--- src/rtl/id_ex_pipe_if.sv ---
// id_ex_pipe_if: ID-side inputs, control inputs and EX-side outputs of the ID/EX register.
// The master modport is the ID/control side; the slave modport is the pipeline register.
interface id_ex_pipe_if #(
    parameter int XLEN  = 32,
    parameter int CNT_W = 16
);
    logic            id_valid;
    logic [6:0]      id_op;
    logic [4:0]      id_rd;
    logic [4:0]      id_src1;
    logic [4:0]      id_src2;
    logic [XLEN-1:0] id_rs1_data;
    logic [XLEN-1:0] id_rs2_data;
    logic [XLEN-1:0] id_imm;
    logic [XLEN-1:0] id_pc;
    logic            id_regWrite;
    logic            id_memRead;
    logic            id_memWrite;
    logic            mem_stall;
    logic            flush;
    logic            wb_regWrite;
    logic [4:0]      wb_rd;
    logic [XLEN-1:0] wb_data;
    logic            ex_valid;
    logic [6:0]      ex_op;
    logic [4:0]      ex_rd;
    logic [4:0]      ex_src1;
    logic [4:0]      ex_src2;
    logic [XLEN-1:0] ex_rs1_data;
    logic [XLEN-1:0] ex_rs2_data;
    logic [XLEN-1:0] ex_imm;
    logic [XLEN-1:0] ex_pc;
    logic            ex_regWrite;
    logic            ex_memRead;
    logic            ex_memWrite;
    logic            stall_id;
    logic [CNT_W-1:0] bubble_cnt;

    modport master (
        output id_valid, id_op, id_rd, id_src1, id_src2, id_rs1_data, id_rs2_data, id_imm, id_pc,
               id_regWrite, id_memRead, id_memWrite, mem_stall, flush, wb_regWrite, wb_rd, wb_data,
        input  ex_valid, ex_op, ex_rd, ex_src1, ex_src2, ex_rs1_data, ex_rs2_data, ex_imm, ex_pc,
               ex_regWrite, ex_memRead, ex_memWrite, stall_id, bubble_cnt
    );
    modport slave (
        input  id_valid, id_op, id_rd, id_src1, id_src2, id_rs1_data, id_rs2_data, id_imm, id_pc,
               id_regWrite, id_memRead, id_memWrite, mem_stall, flush, wb_regWrite, wb_rd, wb_data,
        output ex_valid, ex_op, ex_rd, ex_src1, ex_src2, ex_rs1_data, ex_rs2_data, ex_imm, ex_pc,
               ex_regWrite, ex_memRead, ex_memWrite, stall_id, bubble_cnt
    );
endinterface

--- src/rtl/id_ex_pipe.sv ---
// id_ex_pipe: ID/EX register with load-use bubble insertion, memory-stall hold and branch flush.
// Optional ID_WB_BYPASS_EN: same-cycle WB->ID operand bypass when the register file is not write-first.
module id_ex_pipe #(
    parameter int XLEN  = 32,
    parameter int CNT_W = 16
) (
    input logic         clk,
    input logic         rst,
    id_ex_pipe_if.slave bus_io
);
    localparam logic [6:0] OP_LW   = 7'b0000011;
    localparam logic [6:0] I_TYPE  = 7'b0010011;
    localparam logic [6:0] OP_AUPC = 7'b0010111;
    localparam logic [6:0] U_TYPE  = 7'b0110111;
    localparam logic [6:0] OP_JALR = 7'b1100111;
    localparam logic [6:0] J_TYPE  = 7'b1101111;

    typedef struct packed {
        logic            valid;
        logic [6:0]      op;
        logic [4:0]      rd;
        logic [4:0]      src1;
        logic [4:0]      src2;
        logic [XLEN-1:0] rs1;
        logic [XLEN-1:0] rs2;
        logic [XLEN-1:0] imm;
        logic [XLEN-1:0] pc;
        logic            reg_write;
        logic            mem_read;
        logic            mem_write;
    } ex_t;

    ex_t              ex_q, ex_d, cap;
    logic             pend_q, pend_d;
    logic [CNT_W-1:0] cnt_q, cnt_d;
    logic             use1, use2, load_use, byp1, byp2;

    assign use1 = !(bus_io.id_op inside {OP_AUPC, U_TYPE, J_TYPE});
    assign use2 = !(bus_io.id_op inside {I_TYPE, U_TYPE, J_TYPE, OP_LW, OP_JALR, OP_AUPC});
    assign load_use = ex_q.valid && ex_q.mem_read && ex_q.rd != 5'd0 && bus_io.id_valid &&
                      ((use1 && ex_q.rd == bus_io.id_src1) || (use2 && ex_q.rd == bus_io.id_src2));
    assign bus_io.stall_id = bus_io.mem_stall || (load_use && !bus_io.flush);

`ifdef ID_WB_BYPASS_EN
    assign byp1 = bus_io.wb_regWrite && bus_io.wb_rd != 5'd0 && bus_io.wb_rd == bus_io.id_src1;
    assign byp2 = bus_io.wb_regWrite && bus_io.wb_rd != 5'd0 && bus_io.wb_rd == bus_io.id_src2;
`else
    logic unused_wb;
    assign unused_wb = ^{bus_io.wb_regWrite, bus_io.wb_rd, bus_io.wb_data};
    assign byp1 = 1'b0;
    assign byp2 = 1'b0;
`endif

    assign cap = '{
        valid:     bus_io.id_valid,
        op:        bus_io.id_op,
        rd:        bus_io.id_rd,
        src1:      bus_io.id_src1,
        src2:      bus_io.id_src2,
        rs1:       byp1 ? bus_io.wb_data : bus_io.id_rs1_data,
        rs2:       byp2 ? bus_io.wb_data : bus_io.id_rs2_data,
        imm:       bus_io.id_imm,
        pc:        bus_io.id_pc,
        reg_write: bus_io.id_regWrite && bus_io.id_valid,
        mem_read:  bus_io.id_memRead && bus_io.id_valid,
        mem_write: bus_io.id_memWrite && bus_io.id_valid
    };

    // A flush seen during a stall is remembered so the killed instruction still gets squashed.
    always_comb begin
        ex_d   = ex_q;
        pend_d = pend_q;
        cnt_d  = cnt_q;
        if (bus_io.mem_stall) begin
            pend_d = pend_q || bus_io.flush;
        end else if (bus_io.flush || pend_q) begin
            ex_d   = '0;
            pend_d = 1'b0;
        end else if (load_use) begin
            ex_d  = '0;
            cnt_d = &cnt_q ? cnt_q : cnt_q + 1'b1;
        end else begin
            ex_d = cap;
        end
    end

    always_ff @(posedge clk or posedge rst) begin
        if (rst) begin
            ex_q   <= '0;
            pend_q <= 1'b0;
            cnt_q  <= '0;
        end else begin
            ex_q   <= ex_d;
            pend_q <= pend_d;
            cnt_q  <= cnt_d;
        end
    end

    assign bus_io.ex_valid    = ex_q.valid;
    assign bus_io.ex_op       = ex_q.op;
    assign bus_io.ex_rd       = ex_q.rd;
    assign bus_io.ex_src1     = ex_q.src1;
    assign bus_io.ex_src2     = ex_q.src2;
    assign bus_io.ex_rs1_data = ex_q.rs1;
    assign bus_io.ex_rs2_data = ex_q.rs2;
    assign bus_io.ex_imm      = ex_q.imm;
    assign bus_io.ex_pc       = ex_q.pc;
    assign bus_io.ex_regWrite = ex_q.reg_write;
    assign bus_io.ex_memRead  = ex_q.mem_read;
    assign bus_io.ex_memWrite = ex_q.mem_write;
    assign bus_io.bubble_cnt  = cnt_q;
endmodule

--- src/flat_wrapper.sv ---
// flat-port wrapper written by rule: the top's interface ports become plain ports
module id_ex_pipe_flat 
#(
    parameter int XLEN  = 32,
    parameter int CNT_W = 16
)
  (clk, rst, bus_io_id_valid, bus_io_id_op, bus_io_id_rd, bus_io_id_src1, bus_io_id_src2, bus_io_id_rs1_data, bus_io_id_rs2_data, bus_io_id_imm, bus_io_id_pc, bus_io_id_regWrite, bus_io_id_memRead, bus_io_id_memWrite, bus_io_mem_stall, bus_io_flush, bus_io_wb_regWrite, bus_io_wb_rd, bus_io_wb_data, bus_io_ex_valid, bus_io_ex_op, bus_io_ex_rd, bus_io_ex_src1, bus_io_ex_src2, bus_io_ex_rs1_data, bus_io_ex_rs2_data, bus_io_ex_imm, bus_io_ex_pc, bus_io_ex_regWrite, bus_io_ex_memRead, bus_io_ex_memWrite, bus_io_stall_id, bus_io_bubble_cnt);
  id_ex_pipe_if #(.XLEN(XLEN), .CNT_W(CNT_W)) bus_io_i ();
  input logic clk;
  input logic rst;
  input wire logic [$bits(bus_io_i.id_valid)-1:0] bus_io_id_valid;
  input wire logic [$bits(bus_io_i.id_op)-1:0] bus_io_id_op;
  input wire logic [$bits(bus_io_i.id_rd)-1:0] bus_io_id_rd;
  input wire logic [$bits(bus_io_i.id_src1)-1:0] bus_io_id_src1;
  input wire logic [$bits(bus_io_i.id_src2)-1:0] bus_io_id_src2;
  input wire logic [$bits(bus_io_i.id_rs1_data)-1:0] bus_io_id_rs1_data;
  input wire logic [$bits(bus_io_i.id_rs2_data)-1:0] bus_io_id_rs2_data;
  input wire logic [$bits(bus_io_i.id_imm)-1:0] bus_io_id_imm;
  input wire logic [$bits(bus_io_i.id_pc)-1:0] bus_io_id_pc;
  input wire logic [$bits(bus_io_i.id_regWrite)-1:0] bus_io_id_regWrite;
  input wire logic [$bits(bus_io_i.id_memRead)-1:0] bus_io_id_memRead;
  input wire logic [$bits(bus_io_i.id_memWrite)-1:0] bus_io_id_memWrite;
  input wire logic [$bits(bus_io_i.mem_stall)-1:0] bus_io_mem_stall;
  input wire logic [$bits(bus_io_i.flush)-1:0] bus_io_flush;
  input wire logic [$bits(bus_io_i.wb_regWrite)-1:0] bus_io_wb_regWrite;
  input wire logic [$bits(bus_io_i.wb_rd)-1:0] bus_io_wb_rd;
  input wire logic [$bits(bus_io_i.wb_data)-1:0] bus_io_wb_data;
  output wire logic [$bits(bus_io_i.ex_valid)-1:0] bus_io_ex_valid;
  output wire logic [$bits(bus_io_i.ex_op)-1:0] bus_io_ex_op;
  output wire logic [$bits(bus_io_i.ex_rd)-1:0] bus_io_ex_rd;
  output wire logic [$bits(bus_io_i.ex_src1)-1:0] bus_io_ex_src1;
  output wire logic [$bits(bus_io_i.ex_src2)-1:0] bus_io_ex_src2;
  output wire logic [$bits(bus_io_i.ex_rs1_data)-1:0] bus_io_ex_rs1_data;
  output wire logic [$bits(bus_io_i.ex_rs2_data)-1:0] bus_io_ex_rs2_data;
  output wire logic [$bits(bus_io_i.ex_imm)-1:0] bus_io_ex_imm;
  output wire logic [$bits(bus_io_i.ex_pc)-1:0] bus_io_ex_pc;
  output wire logic [$bits(bus_io_i.ex_regWrite)-1:0] bus_io_ex_regWrite;
  output wire logic [$bits(bus_io_i.ex_memRead)-1:0] bus_io_ex_memRead;
  output wire logic [$bits(bus_io_i.ex_memWrite)-1:0] bus_io_ex_memWrite;
  output wire logic [$bits(bus_io_i.stall_id)-1:0] bus_io_stall_id;
  output wire logic [$bits(bus_io_i.bubble_cnt)-1:0] bus_io_bubble_cnt;
  assign bus_io_i.id_valid = bus_io_id_valid;
  assign bus_io_i.id_op = bus_io_id_op;
  assign bus_io_i.id_rd = bus_io_id_rd;
  assign bus_io_i.id_src1 = bus_io_id_src1;
  assign bus_io_i.id_src2 = bus_io_id_src2;
  assign bus_io_i.id_rs1_data = bus_io_id_rs1_data;
  assign bus_io_i.id_rs2_data = bus_io_id_rs2_data;
  assign bus_io_i.id_imm = bus_io_id_imm;
  assign bus_io_i.id_pc = bus_io_id_pc;
  assign bus_io_i.id_regWrite = bus_io_id_regWrite;
  assign bus_io_i.id_memRead = bus_io_id_memRead;
  assign bus_io_i.id_memWrite = bus_io_id_memWrite;
  assign bus_io_i.mem_stall = bus_io_mem_stall;
  assign bus_io_i.flush = bus_io_flush;
  assign bus_io_i.wb_regWrite = bus_io_wb_regWrite;
  assign bus_io_i.wb_rd = bus_io_wb_rd;
  assign bus_io_i.wb_data = bus_io_wb_data;
  assign bus_io_ex_valid = bus_io_i.ex_valid;
  assign bus_io_ex_op = bus_io_i.ex_op;
  assign bus_io_ex_rd = bus_io_i.ex_rd;
  assign bus_io_ex_src1 = bus_io_i.ex_src1;
  assign bus_io_ex_src2 = bus_io_i.ex_src2;
  assign bus_io_ex_rs1_data = bus_io_i.ex_rs1_data;
  assign bus_io_ex_rs2_data = bus_io_i.ex_rs2_data;
  assign bus_io_ex_imm = bus_io_i.ex_imm;
  assign bus_io_ex_pc = bus_io_i.ex_pc;
  assign bus_io_ex_regWrite = bus_io_i.ex_regWrite;
  assign bus_io_ex_memRead = bus_io_i.ex_memRead;
  assign bus_io_ex_memWrite = bus_io_i.ex_memWrite;
  assign bus_io_stall_id = bus_io_i.stall_id;
  assign bus_io_bubble_cnt = bus_io_i.bubble_cnt;
  id_ex_pipe #(.XLEN(XLEN), .CNT_W(CNT_W)) u_core (.clk(clk), .rst(rst), .bus_io(bus_io_i));
endmodule
--- config.mk ---
export PLATFORM = sky130hd
export DESIGN_NAME = id_ex_pipe_flat
export DESIGN_NICKNAME = d
export VERILOG_FILES = /design/src/rtl/id_ex_pipe_if.sv /design/src/rtl/id_ex_pipe.sv /design/src/flat_wrapper.sv
export SDC_FILE = /design/constraint.sdc
export NUM_CORES = 1
export LEC_CHECK = 0
export ABC_AREA = 0
export BUFFER_PORTS_ARGS = -buffer_cell sky130_fd_sc_hd__buf_2
export CAP_MARGIN = 20
export CORE_AREA = 5 5 141 143
export DETAILED_ROUTE_END_ITERATION = 10
export DIE_AREA = 0 0 146 148
export GPL_TIMING_DRIVEN = 0
export PLACE_DENSITY = 0.73
export SKIP_CTS_REPAIR_TIMING = 1
export SLEW_MARGIN = 20
export SYNTH_ARGS = -nofsm -noshare
export SYNTH_HDL_FRONTEND = slang
export SYNTH_SLANG_ARGS = --single-unit
--- constraint.sdc ---
create_clock -name clk -period 5.6 [get_ports clk]
set_input_delay 0.56 -clock clk [delete_from_list [all_inputs] [get_ports clk]]
set_output_delay 0.56 -clock clk [all_outputs]
set_load 0.02 [all_outputs]
* Word-level counts from Yosys, hierarchy flattened *
Cells that the tools add are included.

word-level totals
  register bits = 171
  bits in latches = 0
  bits in writable memories = 0
  memory bits (read-only) = 0
  output and inout port bits = 171
  word-level logic and storage cells = 52
  memories = 0

cells by class
  $add $sub $neg = 1
  multiply operators = 0
  div/mod/pow operators = 0
  order comparisons = 0
  equal/unequal tests = 8
  shift operators = 0
  multiplexer cells = 4
  bitwise logic cells = 3
  reductions and logical operators = 22

operators by type and width
  cell                   number
  $mux 154               2
  $add 16x1->16 const B  1
  $reduce_and 16->1      1
  $eq 7x5->1 const B     2
  $eq 7x7->1 const B     2
  $eq 5x5->1             2
  $logic_and 1x1->1      10
  $eq 7x2->1 const B     1
  $eq 7x6->1 const B     1
  $reduce_bool 6->1      1
  $reduce_bool 5->1      1
  $reduce_and 4->1       1
  $logic_not 1->1        3
  $logic_or 1x1->1       3
  $not 1->1              3
  $reduce_bool 3->1      1
  $mux 1                 2
  $reduce_bool 2->1      1

* Logic depth before layout (Yosys ltp) *
Gate-level depths: netlist (run 1).

  depth after elaboration = 8
  depth in mapped cells = 9
  gate-level depth less buffers = 7

* Worst setup path after synthesis (run 1) *
Ideal clock, no wire load.

  path kind = input port to output port
  from = input bus_io_id_op[2]
  to = output bus_io_stall_id
  data arrival time = 1.935 ns
  slack = 3.105 ns
  stages on the path = 7
  path buffers = 1
  cell sequence = and4b_1 nor2_1 o2111ai_1 o22ai_2 clkbuf_1 nand2_1 o21bai_1

between the ends
  longest elaborated chain between the ends = 8
  elaborated cells between the ends (all ways) = 16
  classes of those cells = eq/ne (6); reduce/logical (10)

RTL lines
  element                                                 RTL line                            text
  start: declaration                                      flat_wrapper.sv:12                  input wire logic [$bits(bus_io_i.id_op)-1:0] bus_io_id_op;
  $eq 7x5->1 (tied with other cells)                      id_ex_pipe.sv:39                    assign use2 = !(bus_io.id_op inside {I_TYPE, U_TYPE, J_TYPE, OP_LW, OP_JALR, OP_AUPC});
  $reduce_bool 6->1 or $reduce_bool 3->1 (tied branches)  id_ex_pipe.sv:39, id_ex_pipe.sv:38
  $logic_not 1->1 (on tied branches)                      id_ex_pipe.sv:39, id_ex_pipe.sv:38
  $logic_and 1x1->1                                       id_ex_pipe.sv:41                    ((use1 && ex_q.rd == bus_io.id_src1) || (use2 && ex_q.rd == bus_io.id_src2));
  $logic_or 1x1->1 (*)                                    id_ex_pipe.sv:41
  $logic_and 1x1->1 (*)                                   id_ex_pipe.sv:40                    assign load_use = ex_q.valid && ex_q.mem_read && ex_q.rd != 5'd0 && bus_io.id_valid &&
  $logic_and 1x1->1 (*)                                   id_ex_pipe.sv:42                    assign bus_io.stall_id = bus_io.mem_stall || (load_use && !bus_io.flush);
  $logic_or 1x1->1 (*)                                    id_ex_pipe.sv:42
  end: declaration                                        flat_wrapper.sv:40                  output wire logic [$bits(bus_io_i.stall_id)-1:0] bus_io_stall_id;

Every way passes the cells marked *; elsewhere a longest branch is shown, timed or not.

* Final worst setup path (run 1) *
  from = register u_core.ex_q, in the netlist u_core.bus_io.ex_rd[4]
  to = output bus_io_stall_id

between the ends
  longest elaborated chain between the ends = 6
  elaborated cells between the ends (all ways) = 11
  classes of those cells = eq/ne (2); reduce/logical (9)

RTL lines
  element                                                RTL line                            text
  start: declaration                                     id_ex_pipe.sv:33                    ex_t ex_q, ex_d, cap;
  start signal: assignment                               id_ex_pipe.sv:89                    ex_q <= '0;
  start signal: assignment                               id_ex_pipe.sv:93                    ex_q <= ex_d;
  $eq 5x5->1 or $reduce_bool 5->1 (tied branches)        id_ex_pipe.sv:41, id_ex_pipe.sv:40
  $logic_and 1x1->1 (on tied branches)                   id_ex_pipe.sv:41, id_ex_pipe.sv:40
  $logic_or 1x1->1 or $logic_and 1x1->1 (tied branches)  id_ex_pipe.sv:41, id_ex_pipe.sv:40
  $logic_and 1x1->1 (*)                                  id_ex_pipe.sv:40
  $logic_and 1x1->1 (*)                                  id_ex_pipe.sv:42
  $logic_or 1x1->1 (*)                                   id_ex_pipe.sv:42

Marked as above.

==> impl_metrics.csv, run 1 <==
group,metric,value,unit
outcome,status,"complete, no violations",
setup_path,setup.worst_path.end_class,"output pin",
logic_synthesis,synth_nets,642,
final_layout,finalInstanceArea,9004,um^2
setup_path,cp-start-kind,"register",
logic_synthesis,synth_common_cells,"dfrtp_1, a22o_1, xnor2_1",
route,wl_met2,9557,um
grt,grt_overflow,0,
logic_synthesis,avgSynthCellArea,14.45,um^2
die,die_w,146,um
setup_path,timing.critical_path.from,"u_core.bus_io.ex_rd[4]$_DFFE_PP0N_",
route,drc,0,
route,drtAntennaViolNets,0,
flow_run,max-cap-violations,0,
power,peakVddDrop,0.1766,mV
logic_synthesis,syn_inst,445,
route,met3_length,1485,um
clocking,cts-root-buf,"clkbuf_16",
sta,max_slew_margin,0.5194,
place,dpl.cell_count,1008,
route,route.detailed.wl_per_inst,18.49,um
setup_path,r2r-start,"u_core.bus_io.ex_rd[0]$_DFFE_PP0N_",
logic_synthesis,synth_warnings,0,
sta,finalHoldViolCount,0,
clocking,cts_tree,"done",
power,p_per_area,331.4,nW/um^2
clocking,numCtsBuffers,17,
sta,fin_ws,2.636,ns
place,place.gp.congestion,0.8171,
logic_synthesis,synth_flop_cell,"dfrtp_1",
route,dr.max_layer_used,"met4",
sta,finalSetupViolations,0,
power,p_leak,4.951,nW
setup_path,crit_path_cell_trace,"xnor2_1 > o2111ai_1 > o22ai_2 > clkbuf_1 > nand2_1 > o21bai_1 > buf_2",
sta,finClkSkew,0.01098,ns
logic_synthesis,synth.most_common_cell,"dfrtp_1",
route,drt_wl_total,19230,um
die,die-area,21610,um^2
die,ios,367,
final_layout,diodes,0,
setup_path,path_delay_family,"compound AO/OA/AOI/OAI gates",
final_layout,drive_gt1_frac,0.4752,
setup_path,cp_num_buf_inv,2,
clocking,clock-sinks,171,
grt,grt_usage,0.1754,
place,pre_cts_ws,2.702,ns
sta,period_minus_slack,2.964,ns
route,first_pass_iters,4,
final_layout,final_nets,990,
setup_path,slowest_delay,0.45,ns
route,via_per_inst,4.963,
place,place_area,8402,um^2
route,vias,5161,
logic_synthesis,async_reset_ff_frac,1.000,
logic_synthesis,synth_area_leaders,"dfrtp_1, a22o_1, xnor2_1",
setup_path,cp_max_fo,10,
setup_path,crit_type,"reg -> out",
setup_path,required,5.04,ns
die,coreArea,18460,um^2
route,wirelength_met1,7935,um
sta,fmaxAchievable,0.3374,GHz
place,dpl.hpwl,14500,um
logic_synthesis,synthesis.area,6432,um^2
final_layout,syn2layout_area_growth,39.97,%
grt,grt_pass1_vias,5503,
sta,worst_pin_slew,0.7208,ns
logic_synthesis,ys_types,31,
place,port_buffers,328,
grt,antenna_found_initial,0,
die,row_count,50,
worst_hold_path,worstHoldPathType,"in -> async",
grt,grt_first_pass_wirelength,30130,um
logic_synthesis,synth_edf_count,0,
die,start_util,0.3485,
clocking,cts.clk_slew.worst_paths,0.07,ns
final_layout,fin_cells,1040,
final_layout,fillers,1629,
logic_synthesis,seq_area_frac_synth,0.6652,
clocking,insertion_delay,0.42,ns
sta,post-route-period-util,0.5292,
sta,finalMaxSlewViolations,0,
setup_path,slowest_stage,"dfrtp_1",
logic_synthesis,yosysTopAreaCellShare,0.6652,
clocking,cts_max_level,4,
logic_synthesis,synth_seq_cells,171,
die,fp.dieH,148,um
grt,grt_max_degree,108,
setup_path,crit_arrival,2.40,ns
route,drt_first_iter_violations,154,
clocking,clockBufferDepth,2,
logic_synthesis,yosysTopAreaCell,"dfrtp_1",
sta,rsz0062_at_grt,"false",
## worst paths after layout
check / end / slack, ns / cells after the start
hold reg to reg: u_core.bus_io.ex_regWrite$_DFFE_PP0N_ / 0.50 / 1
max in group asynchronous: u_core.bus_io.ex_pc[26]$_DFFE_PP0N_ / 4.55 / 3
hold / removal: u_core.bus_io.ex_rs2_data[21]$_DFFE_PP0N_ / 0.16 / 2
setup / recovery: bus_io_stall_id / 2.64 / 7
setup reg to reg: u_core.bus_io.ex_pc[10]$_DFFE_PP0N_ / 3.39 / 8
min in group clk: u_core.bus_io.ex_imm[7]$_DFFE_PP0N_ / 0.35 / 2
## kinds of logic after synthesis
logic type	count (synthesis)	synth area share
buf+inv	39	0.03521
mux	1	0.001751
xor+xnor	25	0.03404
fa+ha+maj	1	0.001945
compound gates	160	0.2181
flops	171	0.6652
simple gates	48	0.04377
## metrics by stage
step	power [W]	TNS, ns	utilization	hold WS [ns]
after detailed placement	0.001815	0	0.4553	0.4849
after CTS	0.003023	0	0.4879	0.1705
after floorplan	0.001619	0	-	0.4650
after global placement	0.001806	-234.87	0.4534	0.4736
final	0.002983	0	0.4879	0.1630
after global routing	0.003109	0	0.4879	0.1969
## metal layers
layer,vias to the layer above,GRT usage
met5,-,0
met3,17,0.05610
met4,0,0.04186
met2,221,0.3024
met1,2523,0.2159
li1,2400,-
## area by class of cell
| class | count | area, um^2 | share of cell area |
|---|---|---|---|
| Sequential cell | 171 | 4279 | 0.4753 |
| Multi-Input combinational cell | 235 | 1927 | 0.2140 |
| Timing Repair Buffer | 329 | 1669 | 0.1854 |
| Clock buffer | 19 | 442.9 | 0.04919 |
| Tap cell | 234 | 292.8 | 0.03252 |
| Buffer | 37 | 219.0 | 0.02432 |
| Clock inverter | 13 | 158.9 | 0.01765 |
| Inverter | 2 | 15.01 | 0.001668 |
## layout by cell type (no fill, tap or decap), drive strengths merged, types with 4 or more instances in the layout
cell type,instances
a22o,151
dfrtp,171
and3,10
nand3,12
nand2,4
nor2,4
xnor2,24
clkbuf,37
inv,6
buf,348
clkinvlp,4
nand4,7
## worst reg2reg max path: cells and delay by family (launching register included)
kind	cells	cell delay (ns)
compound gates	3	0.47
buf+inv	3	0.62
flops	1	0.44
simple gates	2	0.62
## sequential cells by signal, summed over array words and instances, names as in the netlist
signal and flops:
u_core.bus_io.bubble_cnt 16, u_core.bus_io.ex_imm 32, u_core.bus_io.ex_memRead 1, u_core.bus_io.ex_memWrite 1, u_core.bus_io.ex_op 7, u_core.bus_io.ex_pc 32, u_core.bus_io.ex_rd 5, u_core.bus_io.ex_regWrite 1
u_core.bus_io.ex_rs1_data 32, u_core.bus_io.ex_rs2_data 32, u_core.bus_io.ex_src1 5, u_core.bus_io.ex_src2 5, u_core.bus_io.ex_valid 1, u_core.pend_q 1
## power breakdown
part | switching, W | leakage [nW] | total [W] | internal (W)
Combinational | 0.000253 | 2.38 | 0.000427 | 0.000174
Clock | 0.000514 | 0.282 | 0.00120 | 0.000682
Sequential | 0.0000470 | 2.29 | 0.00136 | 0.00131
Total | 0.000814 | 4.95 | 0.00298 | 0.00217
Power figures use the tool's default switching activity.
==> run 2: changes to the inputs <==
--- a/config.mk
+++ b/config.mk
@@ -5,14 +5,14 @@
 export SDC_FILE = /design/constraint.sdc
 export NUM_CORES = 1
 export LEC_CHECK = 0
-export ABC_AREA = 0
+export ABC_AREA = 1
 export BUFFER_PORTS_ARGS = -buffer_cell sky130_fd_sc_hd__buf_2
 export CAP_MARGIN = 20
-export CORE_AREA = 5 5 141 143
+export CORE_MARGIN = 5
+export CORE_UTILIZATION = 42
 export DETAILED_ROUTE_END_ITERATION = 10
-export DIE_AREA = 0 0 146 148
 export GPL_TIMING_DRIVEN = 0
-export PLACE_DENSITY = 0.73
+export PLACE_DENSITY = 0.8
 export SKIP_CTS_REPAIR_TIMING = 1
 export SLEW_MARGIN = 20
 export SYNTH_ARGS = -nofsm -noshare
==> constraint.sdc (replaced) <==
create_clock -name clk -period 2.6 [get_ports clk]
set_input_delay 0.26 -clock clk [delete_from_list [all_inputs] [get_ports clk]]
set_output_delay 0.26 -clock clk [all_outputs]
set_load 0.02 [all_outputs]
==> impl_metrics.csv, run 2 <==
group,metric,value,unit
final_layout,seqCellArea,4279,um^2
die,fp.dieH,145.4,um
grt,grt_usage,0.2230,
place,dpl.hpwl,18650,um
setup_path,cp-start-kind,"register",
logic_synthesis,synth_seq_cells,171,
power,p_int,0.004700,W
worst_hold_path,hp-start,"bus_io_id_rs2_data[8]",
power,p_comb_frac,0.148,
logic_synthesis,ys_types,27,
clocking,clockBufferDepth,2,
grt,grt_max_degree,36,
setup_path,slowest_delay,0.41,ns
logic_synthesis,synth_flop_cell,"dfrtp_1",
route,via_per_inst,5.007,
die,ios,367,
route,drtAntennaViolNets,0,
power,swShare,0.2816,
sta,rsz0062_at_grt,"false",
power,power.share.clock,0.405,
flow_run,max-cap-violations,0,
clocking,numCtsBuffers,17,
place,place_area,9731,um^2
setup_path,cp_num_buf_inv,2,
die,die-area,21150,um^2
power,power,0.006542,W
clocking,clock-sinks,171,
setup_path,crit_type,"reg -> out",
worst_hold_path,hold_depth,3,
route,vias,7310,
setup_path,path_delay_family,"simple AND/OR/NAND/NOR gates",
route,first_pass_iters,5,
setup_path,slowest_stage,"dfrtp_1",
clocking,cts.clk_slew.worst_paths,0.07,ns
sta,max_slew_margin,0.4455,
die,start_util,0.4274,
sta,finalMaxSlewViolations,0,
logic_synthesis,seq_area_frac_synth,0.5555,
power,p_per_area,631.6,nW/um^2
logic_synthesis,synthesis.area,7704,um^2
clocking,cts_max_level,4,
sta,finalSetupViolations,0,
grt,grt_overflow,0,
clocking,cts-root-buf,"clkbuf_16",
final_layout,mostFrequentLayoutCells,"nand2_1, buf_2, dfrtp_1, nand3_1, nand3_2",
logic_synthesis,async_reset_ff_frac,1.000,
power,seq_power_share,0.448,
setup_path,crit_path_cell_trace,"or2_0 > a21oi_1 > nand3_2 > nand2_2 > nand2_2 > buf_6 > o21ai_0 > buf_2",
grt,grt_pass1_vias,7185,
logic_synthesis,synth_area_leaders,"dfrtp_1, nand2_1, nand3_1",
logic_synthesis,avgSynthCellArea,8.916,um^2
sta,fmaxAchievable,0.4277,GHz
route,drt_wl_total,24060,um
final_layout,multiInputGateArea,2988,um^2
setup_path,reg2regPathDepth,10,
logic_synthesis,syn_inst,864,
setup_path,timing.critical_path.from,"u_core.bus_io.ex_rd[3]$_DFFE_PP0N_",
clocking,insertion_delay,0.42,ns
final_layout,fillers,1638,
sta,finalHoldViolCount,0,
grt,grt_first_pass_wirelength,38540,um
final_layout,syn2layout_area_growth,34.45,%
logic_synthesis,synth_warnings,0,
power,p_leak,6.005,nW
setup_path,required,2.34,ns
sta,worst_pin_slew,0.8318,ns
final_layout,finalInstanceArea,10360,um^2
clocking,cts_tree,"done",
power,switching_power,0.001842,W
route,drt_first_iter_violations,389,
logic_synthesis,synth.most_common_cell,"nand2_1",
place,place.gp.congestion,0.8775,
die,coreArea,18020,um^2
place,port_buffers,327,
logic_synthesis,synth_common_cells,"nand2_1, dfrtp_1, nand3_1",
final_layout,layout_commonest_cell,"nand2_1",
final_layout,final_nets,1413,
logic_synthesis,yosysTopAreaCellShare,0.5555,
power,peakVddDrop,0.4788,mV
setup_path,critical_path_depth,8,
outcome,status,"complete, no violations",
die,die_w,145.4,um
sta,finClkSkew,0.01219,ns
worst_hold_path,worstHoldPathType,"in -> reg",
sta,post-route-period-util,0.8993,
setup_path,crit_arrival,2.08,ns
setup_path,setup.worst_path.end_class,"output pin",
route,drc,0,
grt,antenna_found_initial,3,
final_layout,drive_gt1_frac,0.3662,
setup_path,r2r-start,"u_core.bus_io.bubble_cnt[0]$_DFFE_PP0P_",
die,row_count,49,
route,route.detailed.wl_per_inst,16.48,um
logic_synthesis,yosysTopAreaCell,"dfrtp_1",
logic_synthesis,synth_nets,1061,
sta,period_minus_slack,2.338,ns
setup_path,cp_common_cell,"nand2_2",
logic_synthesis,synth_edf_count,0,
setup_path,cp_max_fo,10,
## run 2: cell count changes after synthesis, sizes merged, moves of 14 or more
cell,change
inv,+19
nor2,+23
nand4,+17
buf,+14
a22o,-151
nand3,+150
nand2,+365
## run 2: layer usage
| layer | vias to the layer above | wire, um | GRT usage |
|---|---|---|---|
| met5 | - | 7 | 0 |
| li1 | 3488 | - | - |
| met2 | 313 | 11800 | 0.3655 |
| met4 | 2 | 516 | 0.06203 |
| met3 | 37 | 1899 | 0.06945 |
| met1 | 3470 | 9842 | 0.2872 |
## run 2: path summary, 6_finish.rpt
kind / slack, ns / end
max: 0.26 / bus_io_stall_id
min: 0.06 / u_core.bus_io.ex_rs2_data[8]$_DFFE_PP0N_
max reg2reg: 0.62 / u_core.bus_io.bubble_cnt[7]$_DFFE_PP0P_
min reg2reg: 0.47 / u_core.bus_io.ex_imm[11]$_DFFE_PP0N_
max in group asynchronous: 1.35 / u_core.bus_io.bubble_cnt[12]$_DFFE_PP0P_
min in group asynchronous: 0.47 / u_core.bus_io.ex_imm[14]$_DFFE_PP0N_
## run 2: power groups by stage
| stage | combinational [W] | sequential [W] | clock, W |
|---|---|---|---|
| 2_1_floorplan | 0.000305 | 0.00318 | 0 |
| 5_1_grt | 0.00106 | 0.00295 | 0.00282 |
| 6_report | 0.000967 | 0.00293 | 0.00265 |
| 3_5_place_dp | 0.000978 | 0.00297 | 0 |
| 3_3_place_gp | 0.000941 | 0.00297 | 0 |
| 4_1_cts | 0.000980 | 0.00293 | 0.00270 |
## run 2: per-stage QoR
step	util	setup TNS (ns)	setup slack (ns)	hold WS [ns]	cells
floorplan	-	0	0.1573	0.3843	864
global placement	0.5343	-153.34	-0.9154	0.4568	1420
detailed placement	0.5398	0	0.4337	0.3377	1425
CTS	0.5738	0	0.2508	-0.1192	1457
global route	0.5746	0	0.1238	0.04444	1460
finish	0.5746	0	0.2618	0.05707	1460
## run 2: worst register-to-register path, delay by kind of cell (launching register included)
family,cells,cell delay (ns)
buffers and inverters,2,0.27
adders and majority gates,1,0.28
and+or+nand+nor,7,0.89
DFF,1,0.43
## run 2: cell type report
| type | instances | area share |
|---|---|---|
| Clock buffer | 18 | 0.04144 |
| Multi-Input combinational cell | 616 | 0.2885 |
| Inverter | 21 | 0.007973 |
| Timing Repair Buffer | 333 | 0.1686 |
| Clock inverter | 14 | 0.01764 |
| Antenna cell | 2 | 0.0004832 |
| Buffer | 56 | 0.03455 |
| Tap cell | 229 | 0.02766 |
| Sequential cell | 171 | 0.4131 |
## run 2: logic make-up (layout without fill, tap and decap cells)
family / after synthesis / after routing / synth area share
AND/OR/NAND/NOR: 586 / 586 / 0.3568
XOR/XNOR: 18 / 18 / 0.02046
adder cells (fa/ha/maj): 1 / 1 / 0.001624
AO/OA/AOI/OAI: 11 / 11 / 0.008933
other: 0 / 2 / 0
flip-flops: 171 / 171 / 0.5555
buffers and inverters: 77 / 442 / 0.05668
